--- config.mk ---
export PLATFORM = sky130hd
export DESIGN_NAME = multicycle_control
export DESIGN_NICKNAME = d
export VERILOG_FILES = /design/src/rtl/control_pkg.sv /design/src/rtl/control_decode.sv /design/src/rtl/multicycle_control.sv
export SDC_FILE = /design/constraint.sdc
export NUM_CORES = 1
export LEC_CHECK = 0
export ABC_AREA = 1
export BUFFER_PORTS_ARGS = -buffer_cell sky130_fd_sc_hd__buf_4
export CELL_PAD_IN_SITES_DETAIL_PLACEMENT = 1
export CELL_PAD_IN_SITES_GLOBAL_PLACEMENT = 2
export CORE_AREA = 2 2 140 142
export DETAILED_ROUTE_END_ITERATION = 7
export DIE_AREA = 0 0 142 144
export PLACE_DENSITY_LB_ADDON = 0.05
export SLEW_MARGIN = 5
export SYNTH_ARGS = -nofsm -noshare
export SYNTH_HDL_FRONTEND = slang
export SYNTH_SLANG_ARGS = --single-unit
--- constraint.sdc ---
create_clock -name clk -period 1.8 [get_ports clk]
set_clock_uncertainty 0.2 [all_clocks]
set_input_delay 0.36 -clock clk [delete_from_list [all_inputs] [get_ports clk]]
set_output_delay 0.36 -clock clk [all_outputs]
set_load 0.01 [all_outputs]
--- src/rtl/control_pkg.sv ---
// Shared encodings for the multi-cycle control FSM: opcodes, states, ALU ops and
// the instruction classes produced by the decoder.
package control_pkg;

  localparam logic [6:0] OP_R      = 7'b0110011;
  localparam logic [6:0] OP_I      = 7'b0010011;
  localparam logic [6:0] OP_LOAD   = 7'b0000011;
  localparam logic [6:0] OP_STORE  = 7'b0100011;
  localparam logic [6:0] OP_BRANCH = 7'b1100011;

  localparam logic [1:0] ALU_ADD   = 2'b00;
  localparam logic [1:0] ALU_SUB   = 2'b01;
  localparam logic [1:0] ALU_FUNCT = 2'b10;

  typedef enum logic [2:0] {
    S_FETCH0 = 3'd0,
    S_FETCH1 = 3'd1,
    S_DECODE = 3'd2,
    S_EXEC   = 3'd3,
    S_MEM    = 3'd4,
    S_WB     = 3'd5,
    S_HALT   = 3'd7
  } state_t;

  typedef enum logic [2:0] {
    CLS_R,
    CLS_I,
    CLS_LOAD,
    CLS_STORE,
    CLS_BRANCH,
    CLS_BAD
  } cls_t;

endpackage

--- src/rtl/control_decode.sv ---
// Combinational classification of a latched opcode/funct3 into an instruction
// class, plus whether a branch funct3 is one the datapath supports.
module control_decode
  import control_pkg::*;
(
  input  logic [6:0] opcode,
  input  logic [2:0] funct3,
  output cls_t       cls,
  output logic       br_ok
);

  always_comb begin
    cls = CLS_BAD;
    case (opcode)
      OP_R:      cls = CLS_R;
      OP_I:      cls = CLS_I;
      OP_LOAD:   cls = CLS_LOAD;
      OP_STORE:  cls = CLS_STORE;
      OP_BRANCH: cls = CLS_BRANCH;
      default:   cls = CLS_BAD;
    endcase
  end

  // Only beq (000) and bne (001) are implemented.
  assign br_ok = (funct3 == 3'b000) || (funct3 == 3'b001);

endmodule

--- src/rtl/multicycle_control.sv ---
// Multi-cycle control FSM for the RV64 subset datapath: sequences fetch, decode,
// execute, memory and writeback, counts cycles/retirements, halts on faults.
module multicycle_control
  import control_pkg::*;
#(
  parameter int MEM_TIMEOUT = 15,
  parameter int CNT_W       = 32
) (
  input  logic             clk,
  input  logic             reset,
  input  logic [31:0]      instr,
  input  logic             alu_zero,
  input  logic             dmem_ready,
  output logic             pc_write,
  output logic             pc_src,
  output logic             ir_write,
  output logic             reg_write,
  output logic             alu_src_b,
  output logic [1:0]       alu_op,
  output logic             mem_read,
  output logic             mem_write,
  output logic             mem_to_reg,
  output logic             illegal,
  output logic             bus_error,
  output logic [2:0]       state,
  output logic [CNT_W-1:0] cycle_count,
  output logic [CNT_W-1:0] instret
);

  localparam int WAIT_W = $clog2(MEM_TIMEOUT + 1);

  state_t            cur;
  logic [6:0]        ir_op;
  logic [2:0]        ir_f3;
  logic [WAIT_W-1:0] wait_cnt;
  logic              pc_hold;
  cls_t              cls;
  logic              br_ok;
  logic              taken;

  // The rest of the word belongs to the datapath (register and immediate fields).
  logic unused_fields;
  assign unused_fields = ^{instr[31:15], instr[11:7]};

  control_decode u_decode (
    .opcode (ir_op),
    .funct3 (ir_f3),
    .cls    (cls),
    .br_ok  (br_ok)
  );

  assign taken    = ((ir_f3 == 3'b000) && alu_zero) || ((ir_f3 == 3'b001) && !alu_zero);
  assign pc_src   = (cur == S_EXEC) && (cls == CLS_BRANCH) && taken;
  // A store retires the same cycle memory answers, so its PC load cannot wait a cycle.
  assign pc_write = pc_hold || ((cur == S_MEM) && (cls == CLS_STORE) && dmem_ready);
  assign state    = cur;

  // Outputs are loaded with the values belonging to the state being entered.
  always_ff @(posedge clk or negedge reset) begin
    if (!reset) begin
      cur         <= S_FETCH0;
      ir_op       <= '0;
      ir_f3       <= '0;
      wait_cnt    <= '0;
      pc_hold     <= 1'b0;
      ir_write    <= 1'b0;
      reg_write   <= 1'b0;
      alu_src_b   <= 1'b0;
      alu_op      <= ALU_ADD;
      mem_read    <= 1'b0;
      mem_write   <= 1'b0;
      mem_to_reg  <= 1'b0;
      illegal     <= 1'b0;
      bus_error   <= 1'b0;
      cycle_count <= '0;
      instret     <= '0;
    end else begin
      cycle_count <= cycle_count + CNT_W'(1);
      pc_hold     <= 1'b0;
      ir_write    <= 1'b0;
      reg_write   <= 1'b0;
      alu_src_b   <= 1'b0;
      alu_op      <= ALU_ADD;
      mem_read    <= 1'b0;
      mem_write   <= 1'b0;
      mem_to_reg  <= 1'b0;
      case (cur)
        S_FETCH0: begin
          cur      <= S_FETCH1;
          ir_write <= 1'b1;
        end
        S_FETCH1: begin
          cur   <= S_DECODE;
          ir_op <= instr[6:0];
          ir_f3 <= instr[14:12];
        end
        S_DECODE: begin
          if (cls == CLS_BAD) begin
            cur     <= S_HALT;
            illegal <= 1'b1;
          end else begin
            cur <= S_EXEC;
            case (cls)
              CLS_R:      begin alu_src_b <= 1'b0; alu_op <= ALU_FUNCT; end
              CLS_I:      begin alu_src_b <= 1'b1; alu_op <= ALU_FUNCT; end
              CLS_BRANCH: begin alu_src_b <= 1'b0; alu_op <= ALU_SUB; pc_hold <= br_ok; end
              default:    begin alu_src_b <= 1'b1; alu_op <= ALU_ADD; end
            endcase
          end
        end
        S_EXEC: begin
          case (cls)
            CLS_BRANCH: begin
              if (br_ok) begin
                cur     <= S_FETCH0;
                instret <= instret + CNT_W'(1);
              end else begin
                cur     <= S_HALT;
                illegal <= 1'b1;
              end
            end
            CLS_LOAD:  begin cur <= S_MEM; mem_read  <= 1'b1; wait_cnt <= '0; end
            CLS_STORE: begin cur <= S_MEM; mem_write <= 1'b1; wait_cnt <= '0; end
            default: begin
              cur       <= S_WB;
              reg_write <= 1'b1;
              pc_hold   <= 1'b1;
            end
          endcase
        end
        S_MEM: begin
          if (dmem_ready) begin
            if (cls == CLS_LOAD) begin
              cur        <= S_WB;
              reg_write  <= 1'b1;
              mem_to_reg <= 1'b1;
              pc_hold    <= 1'b1;
            end else begin
              cur     <= S_FETCH0;
              instret <= instret + CNT_W'(1);
            end
          end else if (wait_cnt == WAIT_W'(MEM_TIMEOUT - 1)) begin
            cur       <= S_HALT;
            bus_error <= 1'b1;
          end else begin
            wait_cnt  <= wait_cnt + WAIT_W'(1);
            mem_read  <= (cls == CLS_LOAD);
            mem_write <= (cls == CLS_STORE);
          end
        end
        S_WB: begin
          cur     <= S_FETCH0;
          instret <= instret + CNT_W'(1);
        end
        S_HALT:  cur <= S_HALT;
        default: cur <= S_HALT;
      endcase
    end
  end

endmodule

==> run metrics, run 1 <==
Worst VDD drop=0.477 mV; Synth Cell Area=0.00503 mm2; nature of the critical path endpoint=output pin; leading registers by flop count=cycle_count: 32 flops, instret: 32 flops, ir_op: 7 flops; DR iter-0 viols=153; Vias/cell=4.49; initial antenna violation count=0; Worst Path Required=1.24 ns; final setup margin=-0.306 ns; finished layout cell area=0.00742 mm2; CTS tree=built; H-Tree Depth=3; post-layout util=38.9%; DRC viols=0; Post-Syn Instances=689; Tmin final=2.11 ns; most used cell, CP=nand2_2; register area share after synthesis=45.8%; Via Count=5103; post-synth cell types=27; clk sinks=92; Power per Cell Area=573 mW/mm2; outcome=complete, but fails checks; Num CTS Buffers=9; Core ar.=0.0191 mm2; DIE AREA=0.0204 mm2; maximum clock path buffer count=2; First-pass DRT Iterations=4; DIE WIDTH=142 um; ant diodes=0; pin count of the biggest net entering global routing=93; Slowest-stage cell, CP=dfrtp_1; Placed Area=0.00655 mm2; Leak=3.67 nW; initial core utilization=26.4%; clock edge transition at the registers on the reported setup and hold paths=0.07 ns; Port Buf Inserts=92; first-pass GRT wire length=28700 um; Post-Syn Area per Cell=7.30 um2; Post-Route Setup TNS=-7.02 ns; RePlAce Congestion=0.761; Fmax=475 MHz; CP arrival=1.55 ns; relative slew slack=63.7%; Worst Hold Class=input port to flip-flop; post-route clock period utilization=117%; post-DP HPWL=12700 um; Final Max Tran Viols=0; Max Cap Viol=0; chip height=144 um; synthesis-stage register bit count=92; area grow syn2layout=47.5%; unrepaired setup endpoints after global routing=yes; CP Class=flip-flop to output pin; nets@finish=933; Setup WS pre-CTS=-0.384 ns; FP Rows=51; Hold Fails Final Rpt=0; syn_nets=729; final wirelength=17700 um; gr ovfl total=0; critical path peak fanout=3; CP top delay family=flip-flops; Setup-failing EPs final=35; I/O pins=115; Tot GR Track Use=18.1%; worst reg2reg setup slack=-0.22 ns; failing checks=setup timing; clk_lat worst skew=0.36 ns; DR WL/cell=15.6 um; crit-path cells=inv_2 -> nand2_2 -> nor2_2 -> nand2_2 -> buf_6 -> nor4_4 -> buf_4; Worst Path Buf+Inv=3; CTS root buf=clkbuf_16; Startpoint Class=flip-flop; share of cells above drive strength 1=30.8%; CP peak stage delay=0.42 ns; worst slew pin tran=0.544 ns; YS warnings=0; Post-DRT Antenna Nets=0; vias in the first global route=5521
==> worst paths after layout <==
path / cells after the start / to / start
max: 7 / pc_src / ir_op[2]$_DFFE_PN0P_
min: 2 / ir_op[0]$_DFFE_PN0P_ / instr[0]
max reg2reg: 12 / instret[3]$_DFFE_PN0P_ / ir_op[2]$_DFFE_PN0P_
min reg2reg: 1 / illegal$_DFFE_PN0P_ / illegal$_DFFE_PN0P_
max in group asynchronous: 3 / cycle_count[16]$_DFF_PN0_ / reset
min in group asynchronous: 3 / ir_write$_DFF_PN0_ / reset
==> report_power, final <==
part           switching [W]  internal, W  leakage (nW)  total, W
clock               0.000923      0.00109         0.141   0.00202
sequential        0.00000994      0.00208          1.22   0.00209
combinational      0.0000820    0.0000675          2.31  0.000150
total                0.00101      0.00324          3.67   0.00425
==> cells by family after synthesis <==
kind of cell / after synthesis / synth area share [%]
xor gates and xnor gates: 39 / 6.79
and+or+nand+nor: 466 / 37.7
muxes: 6 / 1.34
AOI/OAI and AO/OA: 18 / 2.04
buffers and inverters: 64 / 5.32
DFF: 92 / 45.8
adders and majority gates: 4 / 0.995
==> timing repair <==
item                                    in CTS  in global routing
pin swaps                                   12                  9
hold buffers                                 1                  0
buffers inserted                            23                 10
gates cloned                                 4                  0
endpoints found under the hold margin       92                  0
gates resized for setup                     36                 32
endpoints found under the setup margin      35                 56
==> cell type report <==
type	instances	area, um2
Timing Repair Buffer	199	1650
Fill cell	2341	11700
Multi-Input combinational cell	534	2630
Clock buffer	10	229
Clock inverter	6	73.8
Inverter	57	224
Sequential cell	92	2310
Tap cell	238	298
==> cell usage after synthesis <==
| cell | instances | share of area (%) |
|---|---|---|
| nand3b_1 | 6 | 0.90 |
| nor3_1 | 11 | 1.1 |
| nor4_1 | 1 | 0.12 |
| nand2_1 | 297 | 22 |
| buf_2 | 4 | 0.40 |
| nand4_2 | 1 | 0.25 |
| or2_2 | 1 | 0.12 |
| nor2_2 | 6 | 0.75 |
| inv_1 | 55 | 4.1 |
| nor2_4 | 2 | 0.45 |
| nand3_2 | 2 | 0.40 |
| inv_2 | 2 | 0.15 |
| o21ai_0 | 8 | 0.80 |
| a211oi_1 | 1 | 0.15 |
| nor2_1 | 101 | 7.5 |
| o21bai_1 | 3 | 0.45 |
| nand2_2 | 2 | 0.25 |
| xor2_1 | 25 | 4.4 |
| mux2_2 | 6 | 1.3 |
| ha_1 | 4 | 1.0 |
| nand3_1 | 32 | 3.2 |
| nand4_1 | 4 | 0.50 |
| a21oi_1 | 5 | 0.50 |
| buf_6 | 3 | 0.67 |
| dfrtp_1 | 92 | 46 |
| o211ai_1 | 1 | 0.15 |
| xnor2_1 | 14 | 2.4 |
==> cells in the final DEF (no fill, tap or decap), types with 7 or more instances in the layout <==
master     count
nand3_1       31
nand2_1      284
xor2_1        25
clkbuf_16      9
inv_1         48
nor2_1        94
nor2_2         7
o21ai_0        7
nor2_4         9
xnor2_1       14
nand2_2       13
buf_4        183
nor3_1         7
dfrtp_1       86
==> metrics by stage <==
stage	cells	hold WS (ns)	power, W
floorplan	689	-0.136	0.00215
global placement	1087	0.264	0.00225
detailed placement	1087	0.276	0.00225
CTS	1131	0.0211	0.00432
global route	1136	0.0294	0.00441
finish	1136	0.0352	0.00425
==> layer usage <==
metal | GRT usage (%) | share of wire (%) | wire (um) | vias up
met4 | 5.74 | 1.9 | 337 | 0
met5 | 0 | 0 | 0 | -
met3 | 2.25 | 2.0 | 352 | 20
met2 | 33.7 | 53 | 9330 | 71
li1 | - | - | - | 2540
met1 | 21.8 | 43 | 7710 | 2472
==> worst reg2reg max path: cells and delay by family (launching register included) <==
| kind | cells | cell delay (ns) |
|---|---|---|
| buffers and inverters | 5 | 0.66 |
| AND/OR/NAND/NOR | 7 | 0.64 |
| flip-flops | 1 | 0.42 |
(Power assumes the default switching activity.)
==> run 2, diff against run 1 <==
--- a/config.mk
+++ b/config.mk
@@ -13,6 +13,7 @@
 export DETAILED_ROUTE_END_ITERATION = 7
 export DIE_AREA = 0 0 142 144
 export PLACE_DENSITY_LB_ADDON = 0.05
+export SETUP_SLACK_MARGIN = 0.1
 export SLEW_MARGIN = 5
 export SYNTH_ARGS = -nofsm -noshare
 export SYNTH_HDL_FRONTEND = slang
==> run 2 against run 1 <==
Final area increased by 1.7%; largest power group unchanged; clock power decreased by 2%; flip-flop and latch count unchanged; register-to-register slack got worse by 0.02 ns; global-route usage increased by 0.39 points; first-iteration DRC count increased by 10%; the flow still finishes with violations (setup timing); setup slack about the same; die area unchanged; maximum frequency about the same; cell count about the same; via count increased by 1.3%; critical path type unchanged; largest cell class unchanged.
==> run metrics, run 2 (synthesized netlist as in run 1, its figures left out) <==
Hold Fails Final Rpt=0 (unchanged); maximum clock path buffer count=2 (unchanged); Final Max Tran Viols=0 (unchanged); area grow syn2layout=50.0% (was 47.5%); initial antenna violation count=0 (unchanged); crit-path cells=inv_2 -> nand2_2 -> nor2_1 -> nand2_2 -> buf_6 -> nor4_4 -> buf_4 (was inv_2 -> nand2_2 -> nor2_2 -> nand2_2 -> buf_6 -> nor4_4 -> buf_4); Setup WS pre-CTS=-0.352 ns (was -0.384 ns); FP Rows=51 (unchanged); Core ar.=0.0191 mm2 (unchanged); final wirelength=18100 um (was 17700 um); RePlAce Congestion=0.811 (was 0.761); area of the multi-input gates=0.00272 mm2 (was 0.00263 mm2); Power per Cell Area=558 mW/mm2 (was 573 mW/mm2); Worst VDD drop=0.419 mV (was 0.477 mV); initial core utilization=26.4% (unchanged); nets@finish=933 (unchanged); outcome=complete, but fails checks (unchanged); clk_lat worst skew=0.35 ns (was 0.36 ns); Fmax=475 MHz (about the same); CP peak stage delay=0.39 ns (was 0.42 ns); pin count of the biggest net entering global routing=27 (was 93); failing checks=setup timing (unchanged); CTS root buf=clkbuf_16 (unchanged); critical path peak fanout=2 (was 3); first-pass GRT wire length=29200 um (was 28700 um); unrepaired setup endpoints after global routing=yes (unchanged); post-layout util=39.5% (was 38.9%); post-route clock period utilization=117% (about the same); CP arrival=1.55 ns (about the same); H-Tree Depth=3 (unchanged); most used cell, CP=nand2_2 (unchanged); DRC viols=0 (unchanged); Tmin final=2.11 ns (about the same); final setup margin=-0.306 ns (about the same); share of cells above drive strength 1=33.4% (was 30.8%); First-pass DRT Iterations=4 (unchanged); Port Buf Inserts=92 (unchanged); vias in the first global route=5668 (was 5521); ant diodes=0 (unchanged); post-DP HPWL=13100 um (was 12700 um); Slowest-stage cell, CP=dfrtp_1 (unchanged); chip height=144 um (unchanged); I/O pins=115 (unchanged); most frequent cells in the layout=279 x nand2_1, 173 x buf_4, 86 x nor2_1, 81 x dfrtp_1, 46 x inv_1 (was 284 x nand2_1, 183 x buf_4, 94 x nor2_1, 86 x dfrtp_1, 48 x inv_1); Tot GR Track Use=18.5% (was 18.1%); DR iter-0 viols=169 (was 153); CP Class=flip-flop to output pin (unchanged); fillers=2346 (was 2341); Worst Hold Class=input port to flip-flop (unchanged); Setup-failing EPs final=39 (was 35); Worst Path Required=1.24 ns (about the same); Leak=3.70 nW (was 3.67 nW); Num CTS Buffers=9 (unchanged); commonest non-fill, non-tap cell in the layout=nand2_1 (unchanged); Post-DRT Antenna Nets=0 (unchanged); Via Count=5170 (was 5103); DIE AREA=0.0204 mm2 (unchanged); Worst Path Buf+Inv=3 (unchanged); Post-Route Setup TNS=-7.53 ns (was -7.02 ns); leading registers by flop count=cycle_count: 32 flops, instret: 32 flops, ir_op: 7 flops (unchanged); clock edge transition at the registers on the reported setup and hold paths=0.07 ns (about the same); CP top delay family=simple AND/OR/NAND/NOR gates (was flip-flops); nature of the critical path endpoint=output pin (unchanged); Startpoint Class=flip-flop (unchanged); clk sinks=92 (unchanged); Max Cap Viol=0 (unchanged); gr ovfl total=0 (unchanged); Vias/cell=4.56 (was 4.49); CTS tree=built (unchanged); worst slew pin tran=0.437 ns (was 0.544 ns); Seq. cell area=0.00232 mm2 (was 0.00231 mm2); relative slew slack=70.9% (was 63.7%); DIE WIDTH=142 um (unchanged); DR WL/cell=15.9 um (was 15.6 um)
[run 2: layout make-up]
type / instances / area share (%)
Multi-Input combinational cell: 534 / 36.1
Sequential cell: 92 / 30.7
Clock inverter: 6 / 0.862
Clock buffer: 9 / 2.99
Inverter: 57 / 2.90
Tap cell: 238 / 3.95
Timing Repair Buffer: 199 / 22.5
[run 2: worst paths after layout]
check / start / end / slack, ns / cells past startpoint
max reg2reg: ir_op[4]$_DFFE_PN0P_ / instret[16]$_DFFE_PN0P_ / -0.24 / 13
max: ir_op[4]$_DFFE_PN0P_ / pc_src / -0.31 / 7
min: instr[12] / ir_f3[0]$_DFFE_PN0P_ / 0.04 / 2
max in group asynchronous: reset / instret[20]$_DFFE_PN0P_ / 0.57 / 3
min reg2reg: illegal$_DFFE_PN0P_ / illegal$_DFFE_PN0P_ / 0.29 / 1
min in group asynchronous: reset / instret[4]$_DFFE_PN0P_ / 0.28 / 2
[run 2: report_power, final]
group          internal, W  leakage, nW  switching, W  total, W
Sequential         0.00208         1.21     0.0000106   0.00209
Combinational    0.0000722         2.35     0.0000844  0.000157
Clock              0.00107        0.142      0.000893   0.00197
Total              0.00322         3.70      0.000988   0.00421
[run 2: per-layer routing]
metal | GRT usage [%] | up-vias | routed length [um]
li1 | - | 2529 | -
met1 | 21.9 | 2551 | 7780
met2 | 35.1 | 71 | 9560
met3 | 2.02 | 19 | 412
met4 | 5.89 | 0 | 312
met5 | 0 | - | 0
[run 2: stage by stage]
stage | instance area, um2 | total power [W] | hold slack, ns | std cells
2_1_floorplan | 5060 | 0.00215 | -0.136 | 689
3_3_place_gp | 6560 | 0.00226 | 0.125 | 1083
3_5_place_dp | 6560 | 0.00227 | 0.130 | 1083
4_1_cts | 7390 | 0.00428 | 0.0269 | 1135
5_1_grt | 7540 | 0.00438 | 0.0318 | 1135
6_report | 7540 | 0.00421 | 0.0406 | 1135
[run 2: repair_timing]
| item | in CTS | in global routing |
|---|---|---|
| hold buffers | 1 | 0 |
| endpoints found under the hold margin | 21 | 0 |
| pin swaps | 19 | 23 |
| resized for setup | 51 | 46 |
| gates cloned | 4 | 0 |
| setup endpoints to repair | 41 | 61 |
| buffers inserted | 32 | 10 |
==> run 3, diff against run 2 <==
--- a/config.mk
+++ b/config.mk
@@ -13,7 +13,7 @@
 export DETAILED_ROUTE_END_ITERATION = 7
 export DIE_AREA = 0 0 142 144
 export PLACE_DENSITY_LB_ADDON = 0.05
-export SETUP_SLACK_MARGIN = 0.1
+export SETUP_SLACK_MARGIN = 0.5
 export SLEW_MARGIN = 5
 export SYNTH_ARGS = -nofsm -noshare
 export SYNTH_HDL_FRONTEND = slang
==> run 3 against run 2 <==
The flow still finishes with violations (setup timing); clock power grew 6%; critical path depth decreased by 1; register-to-register slack better by 0.11 ns; first-iteration DRC count shrank 23%; combinational power is 3% higher; cell count is 8.3% higher; total power is 2.7% higher; sequential power about the same; utilization is 10 points higher; maximum frequency is 1.4% higher; die area unchanged; via count up 8.7%; critical endpoint unchanged.
==> run metrics, run 3 (synthesized netlist as in run 1, its figures left out) <==
outcome=complete, but fails checks (unchanged); failing checks=setup timing (unchanged); clk sinks=92 (unchanged); ant diodes=0 (unchanged); clock edge transition at the registers on the reported setup and hold paths=0.07 ns (about the same); area grow syn2layout=89.0% (was 50.0%); CTS tree=built (unchanged); First-pass DRT Iterations=4 (unchanged); Vias/cell=4.57 (was 4.56); share of cells above drive strength 1=55.3% (was 33.4%); Core ar.=0.0191 mm2 (unchanged); CP peak stage delay=0.41 ns (was 0.39 ns); clk_lat worst skew=0.34 ns (was 0.35 ns); Setup-failing EPs final=41 (was 39); chip height=144 um (unchanged); post-route clock period utilization=115% (was 117%); Reg2Reg Depth=12 (was 13); most frequent cells in the layout=223 x nand2_1, 147 x buf_6, 134 x buf_4, 60 x nor2_1, 51 x nand2_2 (was 279 x nand2_1, 173 x buf_4, 86 x nor2_1, 81 x dfrtp_1, 46 x inv_1); leading registers by flop count=cycle_count: 32 flops, instret: 32 flops, ir_op: 7 flops (unchanged); CP Class=flip-flop to output pin (unchanged); final setup margin=-0.278 ns (was -0.306 ns); most used cell, CP=nand2_2 (unchanged); maximum clock path buffer count=2 (unchanged); RePlAce Congestion=0.782 (was 0.811); critical path peak fanout=4 (was 2); Slowest-stage cell, CP=dfrtp_2 (was dfrtp_1); nature of the critical path endpoint=output pin (unchanged); DR WL/cell=17.1 um (was 15.9 um); unrepaired setup endpoints after global routing=yes (unchanged); FP Rows=51 (unchanged); worst slew pin tran=0.402 ns (was 0.437 ns); Worst VDD drop=0.404 mV (was 0.419 mV); DRC viols=0 (unchanged); Tmin final=2.08 ns (was 2.11 ns); Final Max Tran Viols=0 (unchanged); Cells on Worst Hold Path=2 (unchanged); relative slew slack=73.2% (was 70.9%); Post-Route Setup TNS=-4.64 ns (was -7.53 ns); H-Tree Depth=3 (unchanged); first-pass GRT wire length=31400 um (was 29200 um); Worst Path Required=1.24 ns (about the same); Via Count=5618 (was 5170); Startpoint Class=flip-flop (unchanged); vias in the first global route=6021 (was 5668); non-filler instance count after layout=1229 (was 1135); CP arrival=1.52 ns (was 1.55 ns); commonest non-fill, non-tap cell in the layout=nand2_1 (unchanged); final wirelength=21000 um (was 18100 um); placed insts=1072 (was 1083); pin count of the biggest net entering global routing=43 (was 27); Fmax=481 MHz (was 475 MHz); Num CTS Buffers=9 (unchanged); post-DP HPWL=12900 um (was 13100 um); gr ovfl total=0 (unchanged); DIE WIDTH=142 um (unchanged); Post-DRT Antenna Nets=0 (unchanged); DR iter-0 viols=130 (was 169); DIE AREA=0.0204 mm2 (unchanged); Final Total Pwr=0.00433 W (was 0.00421 W); Tot GR Track Use=20.0% (was 18.5%); I/O pins=115 (unchanged); CTS root buf=clkbuf_16 (unchanged); initial antenna violation count=0 (unchanged); initial core utilization=26.4% (unchanged); crit-path cells=nand2_2 -> nor2_4 -> nand2_2 -> buf_6 -> nor4_4 -> buf_4 (was inv_2 -> nand2_2 -> nor2_1 -> nand2_2 -> buf_6 -> nor4_4 -> buf_4); nets@finish=1027 (was 933); Power per Cell Area=455 mW/mm2 (was 558 mW/mm2); Worst Hold Class=input port to flip-flop (unchanged); Hold Fails Final Rpt=0 (unchanged); Max Cap Viol=0 (unchanged); Port Buf Inserts=92 (unchanged); Leak=4.64 nW (was 3.70 nW)
run 3: final cells by class:
cell class | count | area [um2]
inverter | 57 | 241
tap | 238 | 298
multi-input combinational | 535 | 3400
clock inverter | 1 | 30.0
fill | 2177 | 9580
clock buffer | 14 | 284
timing repair buffer | 292 | 2890
sequential | 92 | 2360
run 3: timing repair:
| item | 4_1_cts | 5_1_grt |
|---|---|---|
| setup endpoints to repair | 165 | 167 |
| setup buffers | 102 | 34 |
| pin swaps | 71 | 44 |
| resized for setup | 298 | 98 |
| hold buffers | 1 | 0 |
| hold endpoints to repair | 92 | 0 |
| gates cloned | 5 | 0 |
run 3: power breakdown:
group,total (W),internal [W],switching [W]
clock network,0.00208,0.00123,0.000852
registers,0.00209,0.00208,0.00000977
logic,0.000162,0.0000700,0.0000918
run 3: routing by layer:
| metal | up-vias | GRT usage [%] | routed length, um |
|---|---|---|---|
| met1 | 2792 | 23.2 | 8560 |
| met5 | - | 0 | 0 |
| li1 | 2731 | - | - |
| met3 | 25 | 2.25 | 381 |
| met4 | 0 | 6.26 | 393 |
| met2 | 70 | 38.3 | 11600 |
run 3: worst paths after layout:
| kind | from | endpoint | slack, ns |
|---|---|---|---|
| worst max register to register | state[1]$_DFFE_PN0P_ | instret[20]$_DFFE_PN0P_ | -0.13 |
| min in group asynchronous | reset | instret[17]$_DFFE_PN0P_ | 0.34 |
| worst min-delay path | instr[0] | ir_op[0]$_DFFE_PN0P_ | 0.04 |
| worst max-delay path | state[1]$_DFFE_PN0P_ | pc_src | -0.28 |
| max in group asynchronous | reset | cycle_count[3]$_DFF_PN0_ | 0.65 |
| worst min register to register | bus_error$_DFFE_PN0P_ | bus_error$_DFFE_PN0P_ | 0.31 |
run 3: metrics by stage:
step	hold slack [ns]	instance area [um2]	worst slack, ns	utilization, %
2_1_floorplan	-0.136	5250	0.116	-
3_3_place_gp	0.184	6630	-0.284	34.8
3_5_place_dp	0.180	6630	-0.324	34.8
4_1_cts	0.0295	8840	-0.278	46.3
5_1_grt	0.0415	9500	-0.340	49.8
6_report	0.0418	9500	-0.278	49.8
run 3: critical path, delay by kind of cell, from the launching register on:
kind,cells,cell delay (ns)
AND/OR/NAND/NOR,4,0.48
flip-flops,1,0.41
buffers and inverters,2,0.28
